--- config.mk ---
export PLATFORM = sky130hd
export DESIGN_NAME = core_sequencer_r32i
export DESIGN_NICKNAME = d
export VERILOG_FILES = /design/src/rtl/core_sequencer_r32i_pkg.sv /design/src/rtl/core_sequencer_r32i_bus_wait_timer.sv /design/src/rtl/core_sequencer_r32i.sv
export SDC_FILE = /design/constraint.sdc
export NUM_CORES = 1
export LEC_CHECK = 0
export ABC_AREA = 1
export CAP_MARGIN = 10
export CORE_MARGIN = 3
export CORE_UTILIZATION = 46
export CTS_BUF_LIST = sky130_fd_sc_hd__clkbuf_8 sky130_fd_sc_hd__clkbuf_16
export CTS_CLUSTER_DIAMETER = 100
export DETAILED_ROUTE_END_ITERATION = 6
export GPL_TIMING_DRIVEN = 0
export PLACE_DENSITY = 0.85
export SETUP_SLACK_MARGIN = 0.2
export SYNTH_ARGS = -nofsm -noshare
export SYNTH_HDL_FRONTEND = slang
export SYNTH_SLANG_ARGS = --single-unit
--- constraint.sdc ---
create_clock -name clk -period 2.2 [get_ports clk]
set_clock_uncertainty 0.05 [all_clocks]
set_input_delay 0.66 -clock clk [delete_from_list [all_inputs] [get_ports clk]]
set_output_delay 0.66 -clock clk [all_outputs]
set_load 0.02 [all_outputs]
--- src/rtl/core_sequencer_r32i_pkg.sv ---
// -----------------------------------------------------------------------------
// seq_pkg
// Shared types and defaults for the RV32I multi-cycle sequencer.
//   seq_state_t      : 3-bit FSM state encoding, also exported on the State port
//   DEFAULT_MAX_WAIT : default memory-ack timeout in cycles
// -----------------------------------------------------------------------------
package seq_pkg;

   typedef enum logic [2:0] {
      IDLE      = 3'd0,
      FETCH     = 3'd1,
      DECODE    = 3'd2,
      EXECUTE   = 3'd3,
      MEM       = 3'd4,
      WRITEBACK = 3'd5,
      FAULT     = 3'd6
   } seq_state_t;

   localparam int unsigned DEFAULT_MAX_WAIT = 255;

endpackage : seq_pkg

--- src/rtl/core_sequencer_r32i_bus_wait_timer.sv ---
// -----------------------------------------------------------------------------
// bus_wait_timer
// Counts cycles a memory request has been waiting for its ack.
//   clk, reset : clock, asynchronous active-high reset
//   clear      : zero the counter (held while no request is outstanding)
//   enable     : count one more wait cycle (request up, no ack this cycle)
//   expired    : counter has reached MaxWait
// One instance serves both FETCH and MEM, which never overlap.
// -----------------------------------------------------------------------------
module bus_wait_timer #(
   parameter int unsigned MaxWait = 255
) (
   input  logic clk,
   input  logic reset,
   input  logic clear,
   input  logic enable,
   output logic expired
);

   localparam int unsigned CntW = $clog2(MaxWait + 1);

   logic [CntW-1:0] count_d, count_q;

   always_comb begin
      count_d = count_q;
      if (clear)       count_d = '0;
      else if (enable) count_d = count_q + CntW'(1);
   end

   // NOTE: state registers use non-blocking assignment so every flop samples
   // the pre-edge value of its neighbours regardless of process order.
   always_ff @(posedge clk or posedge reset) begin
      if (reset) count_q <= '0;
      else       count_q <= count_d;
   end

   assign expired = (count_q == CntW'(MaxWait));

endmodule : bus_wait_timer

--- src/rtl/core_sequencer_r32i.sv ---
// -----------------------------------------------------------------------------
// core_sequencer_r32i
// Multi-cycle control FSM for the RV32I single-issue datapath:
// IDLE -> FETCH -> DECODE -> EXECUTE -> [MEM] -> WRITEBACK -> FETCH/IDLE,
// with a sticky FAULT state on memory-ack timeout.
//   clk, reset          : clock, asynchronous active-high reset
//   RunEnable           : permits starting the next instruction
//   IMemReq/IMemAck     : instruction fetch handshake, InstrIn valid with ack
//   InstrReg            : registered instruction feeding the decoder
//   RegWriteControl, RAMWriteControl, RAMRead, TestBranch, AlwaysBranch,
//   BranchCond          : decoder / condition flags, sampled in EXECUTE..WRITEBACK
//   DMemReq/DMemWe/DMemAck : data RAM handshake
//   RegWriteEn, PCUpdate, PCTakeBranch : one-cycle WRITEBACK strobes
//   BusFault            : sticky timeout indication
//   State               : current FSM state (debug)
//   RetireCount         : retired-instruction counter, present only when
//                         SEQ_RETIRE_COUNT_EN is defined
// -----------------------------------------------------------------------------
module core_sequencer_r32i
   import seq_pkg::*;
#(
   parameter int unsigned dataW   = 32,
   parameter int unsigned MaxWait = DEFAULT_MAX_WAIT
) (
   input  logic             clk,
   input  logic             reset,
   input  logic             RunEnable,
   output logic             IMemReq,
   input  logic             IMemAck,
   input  logic [dataW-1:0] InstrIn,
   output logic [dataW-1:0] InstrReg,
   input  logic             RegWriteControl,
   input  logic             RAMWriteControl,
   input  logic             RAMRead,
   input  logic             TestBranch,
   input  logic             AlwaysBranch,
   input  logic             BranchCond,
   output logic             DMemReq,
   output logic             DMemWe,
   input  logic             DMemAck,
   output logic             RegWriteEn,
   output logic             PCUpdate,
   output logic             PCTakeBranch,
   output logic             BusFault,
`ifdef SEQ_RETIRE_COUNT_EN
   output logic [dataW-1:0] RetireCount,
`endif
   output logic [2:0]       State
);

   seq_state_t       state_d, state_q;
   logic [dataW-1:0] instr_reg_d, instr_reg_q;
   logic             wait_clear, wait_enable, wait_expired;
   logic             is_mem;

   // A store also raises RAMRead; RAMWriteControl alone is enough to mark it.
   assign is_mem = RAMWriteControl | (RAMRead & RegWriteControl);

   // Counter stays cleared outside the two waiting states, so it is zero on
   // every entry to FETCH or MEM.
   assign wait_clear  = (state_q != FETCH) && (state_q != MEM);
   assign wait_enable = ((state_q == FETCH) && !IMemAck) ||
                        ((state_q == MEM)   && !DMemAck);

   bus_wait_timer #(.MaxWait(MaxWait)) u_wait_timer (
      .clk     (clk),
      .reset   (reset),
      .clear   (wait_clear),
      .enable  (wait_enable),
      .expired (wait_expired)
   );

   // ---------------- state register ----------------
   always_ff @(posedge clk or posedge reset) begin
      // NOTE: the instruction register is reset too, so the decoder sees a
      // defined all-zero word before the first fetch.
      if (reset) begin
         state_q     <= IDLE;
         instr_reg_q <= '0;
      end else begin
         state_q     <= state_d;
         instr_reg_q <= instr_reg_d;
      end
   end

   // ---------------- next-state logic ----------------
   // NOTE: every always_comb output gets a default first, so no path through
   // the case can leave it unassigned and infer a latch.
   always_comb begin
      state_d     = state_q;
      instr_reg_d = instr_reg_q;
      unique case (state_q)
         IDLE:      if (RunEnable) state_d = FETCH;
         FETCH: begin
            // An ack arriving on the limit cycle still wins over the timeout.
            if (IMemAck) begin
               state_d     = DECODE;
               instr_reg_d = InstrIn;
            end else if (wait_expired) begin
               state_d = FAULT;
            end
         end
         DECODE:    state_d = EXECUTE;
         EXECUTE:   state_d = is_mem ? MEM : WRITEBACK;
         MEM: begin
            if (DMemAck)           state_d = WRITEBACK;
            else if (wait_expired) state_d = FAULT;
         end
         WRITEBACK: state_d = RunEnable ? FETCH : IDLE;
         FAULT:     state_d = FAULT;
         default:   state_d = IDLE;
      endcase
   end

   // ---------------- output decode ----------------
   // Requests depend on the state register only: no ack-to-request path.
   always_comb begin
      IMemReq      = (state_q == FETCH);
      DMemReq      = (state_q == MEM);
      DMemWe       = (state_q == MEM) && RAMWriteControl;
      RegWriteEn   = (state_q == WRITEBACK) && RegWriteControl;
      PCUpdate     = (state_q == WRITEBACK);
      PCTakeBranch = (state_q == WRITEBACK) && (AlwaysBranch || (TestBranch && BranchCond));
      BusFault     = (state_q == FAULT);
   end

   assign InstrReg = instr_reg_q;
   assign State    = state_q;

`ifdef SEQ_RETIRE_COUNT_EN
   logic [dataW-1:0] retire_count_d, retire_count_q;

   always_comb begin
      retire_count_d = retire_count_q;
      if (state_q == WRITEBACK) retire_count_d = retire_count_q + dataW'(1);
   end

   always_ff @(posedge clk or posedge reset) begin
      if (reset) retire_count_q <= '0;
      else       retire_count_q <= retire_count_d;
   end

   assign RetireCount = retire_count_q;
`endif

endmodule : core_sequencer_r32i

==> results.md <==
- Run status: finished clean
- Total GRT Usage: 0.2135
- Crit share post-route: 0.9279
- Post-Route Setup TNS: 0 ps
- Fin worst setup slack: about 160 ps
- Crit. End Element: primary output
- Crit path top cell by count: buf_6
- Fillers: between 200 and 300
- Tmin final: 2041 ps
- Initial core utilization: 0.4988
- Crit path max fanout: 5
- Area growth from synthesis to layout: 58.51%
- #FFs+latches synth: between 40 and 50
- Core footprint: between 0.004 and 0.005 mm²
- Final setup violation count: 0
- Vias: 2,161
- Initial antenna violation count: 0
- HPWL after DPL: 3.840 mm
- Global-route wire length before repair: approximately 9.1 mm
- Leading area contributor after synthesis: dfrtp_1
- Power per cell area: roughly 1300 mW/mm²
- Worst slew pin tran: around 870 ps
- Top-area cell type share of the netlist area: 0.5134
- Placed Instances: 390
- Hold crit path type: flip-flop to flip-flop
- Max-slew violations: 0
- Total congestion overflow: 0
- Static leakage: ~1.9 nW
- Cell Chain, Critical Path: buf_6 > buf_4 > nand2_2 > nor2_4 > buf_6
- # rows: 23
- Largest net degree at the start of global routing: 44
- Max stage delay cell, worst path: dfrtp_2
- Met1 Use GR: 0.2671
- CP max stage delay: between 400 and 500 ps
- Post-DRT Antenna Nets: 0
- Crit path required time: 1490 ps
- # H-tree levels: 2
- Main area contributors after synthesis: dfrtp_1 (51%), nand2_1 (17%), nand3_1 (11%)
- Synth cell types: 26
- Die X: about 74 µm
- Arr. time, crit path: around 1300 ps
- Layout cells sized above 1: 0.2162
- Final WL: 5.871 mm
- Maximum clock path buffer count: 2
- Critical path type: flip-flop to primary output
- Die ar.: roughly 0.0054 mm²
- Num CTS Buffers: 5
- Routed len/inst: between 10 and 15 µm
- Diodes inserted: 0
- TritonRoute pass-1 iters: 4
- Clock sinks: 43
- Post-route insts no fill: 420
- CTS tree: built
- CTS clock-pin slew for the worst setup and hold paths: 70 ps
- CP startpoint kind: flip-flop
- Relative slew margins: 0.4214
- Worst-Skew Late Latency: 290 ps
- Layout net count: a little over 400
- Unrepaired setup endpoints after global routing: true
- Final hold vios: 0
- Yosys warns: 0
- Mapped Area: about 0.0021 mm²
- FMAX: 489.9 MHz
- Clock Tree Root: clkbuf_8
- VDD IR max: about 750 µV
- Top Ports: 85
- Post-synthesis sequential area ratio: 0.5134
- Max_cap viols: 0
- Syn Nets: around 300
- Cts hold-fix bufs: 0
- Vias in the first global route: a little over 2,000
- Most used routing layer: met2
- Iteration-0 DRC Markers: 83
- GPL Wtd Cong: around 0.8
- # DRC: 0
- Height of the die: around 74 µm
- Port Buf Inserts: 83
- GR Util met2: 0.3701
- Global-route met3 utilization: 0.03967
- Post-Syn Area per Cell: 8.155 µm²
- Mapped Cells: roughly 260
- DP Worst Slack: -397.8 ps
- Via/cell ratio: roughly 5
area by class of cell:
cell class | count | area [µm²] | area share
Sequential cell | 43 | 1080 | 0.3250
Timing Repair Buffer | 105 | 1022 | 0.3077
Inverter | 19 | 78.83 | 0.02373
Clock inverter | 3 | 12.51 | 0.003766
Multi-Input combinational cell | 185 | 917.1 | 0.2761
Clock buffer | 5 | 68.82 | 0.02072
Buffer | 10 | 80.08 | 0.02411
Tap cell | 50 | 62.56 | 0.01883
state kept, by name (all words and copies together) (netlist names):
signal	flops
State	3
u_wait_timer.count_q	8
InstrReg	32
cells in the final DEF, fill, tap and decap left out, types with 4 or more instances in the layout:
cell             count
buf_4               25
buf_6                9
clkbuf_8             5
clkdlybuf4s50_1     45
dfrtp_1             40
dlygate4sd2_1       13
dlymetal6s2s_1      17
inv_1               15
nand2_1             89
nand2_2             15
nand3_1             45
nor2_1              10
nor2_4               4
o21ai_1              4
worst paths after layout:
path,start,endpoint,slack [ps],depth (start not counted)
max,State[1],BusFault,160,5
min,InstrReg[19],InstrReg[19],420,2
max reg2reg,State[0],u_wait_timer.count_q[2],690,9
min reg2reg,InstrReg[19],InstrReg[19],420,2
max in group asynchronous,reset,State[1],680,2
min in group asynchronous,reset,u_wait_timer.count_q[0],810,2
timing repair:
action | 4_1_cts | 5_1_grt
setup buffers | 12 | 10
endpoints found under the hold margin | 0 | 0
resized for setup | 48 | 45
endpoints found under the setup margin | 16 | 24
pin swaps | 5 | 5
critical path, delay by kind of cell, from the launching register on:
family	cells	cell delay [ps]
and+or+nand+nor	2	130
buffers and inverters	3	410
DFF	1	490
cells by family (layout without fill, tap and decap cells):
family,count (synthesis),in the layout,share of synthesized area
flip-flops,43,43,0.5134
adder cells (fa/ha/maj),1,1,0.005969
AND/OR/NAND/NOR,175,175,0.3851
buffers and inverters,29,142,0.07283
AO/OA/AOI/OAI,9,9,0.02269
Yosys cell counts:
master,count
o21ai_0,2
a21oi_1,2
inv_2,3
ha_1,1
nor2_2,2
dfrtp_1,43
o21ai_1,4
nand3b_1,1
nand2_2,11
or2_2,1
clkbuf_1,3
nand4_1,2
nand3_4,1
nand2_8,1
buf_2,1
inv_1,14
o211ai_1,1
nand3_2,2
buf_6,2
nand2_4,1
nor2_1,15
inv_4,2
buf_4,3
buf_8,1
nand2_1,93
nand3_1,45
where the power goes:
group	leakage (nW)	internal (W)	total [W]	switching (W)
registers	0.546	0.00111	0.00133	0.000226
logic	1.27	0.00106	0.00237	0.00131
clock network	0.0505	0.000214	0.000472	0.000259
stage by stage:
stage	total power (W)	area [µm²]	hold slack, ps	utilization
after floorplan	0.002513	2096	418.1	-
after global placement	0.003396	2989	402.8	0.7114
after detailed placement	0.003451	2989	407.8	0.7114
after CTS	0.003938	3119	427.1	0.7424
after global routing	0.004419	3322	441.6	0.7906
final	0.004177	3322	421.5	0.7906
per-layer routing:
| layer | up-vias | part of all wire |
|---|---|---|
| li1 | 1038 | - |
| met1 | 1009 | 0.39 |
| met2 | 95 | 0.50 |
| met3 | 19 | 0.078 |
| met4 | 0 | 0.033 |
| met5 | - | 0 |
Power figures use the tool's default switching activity.
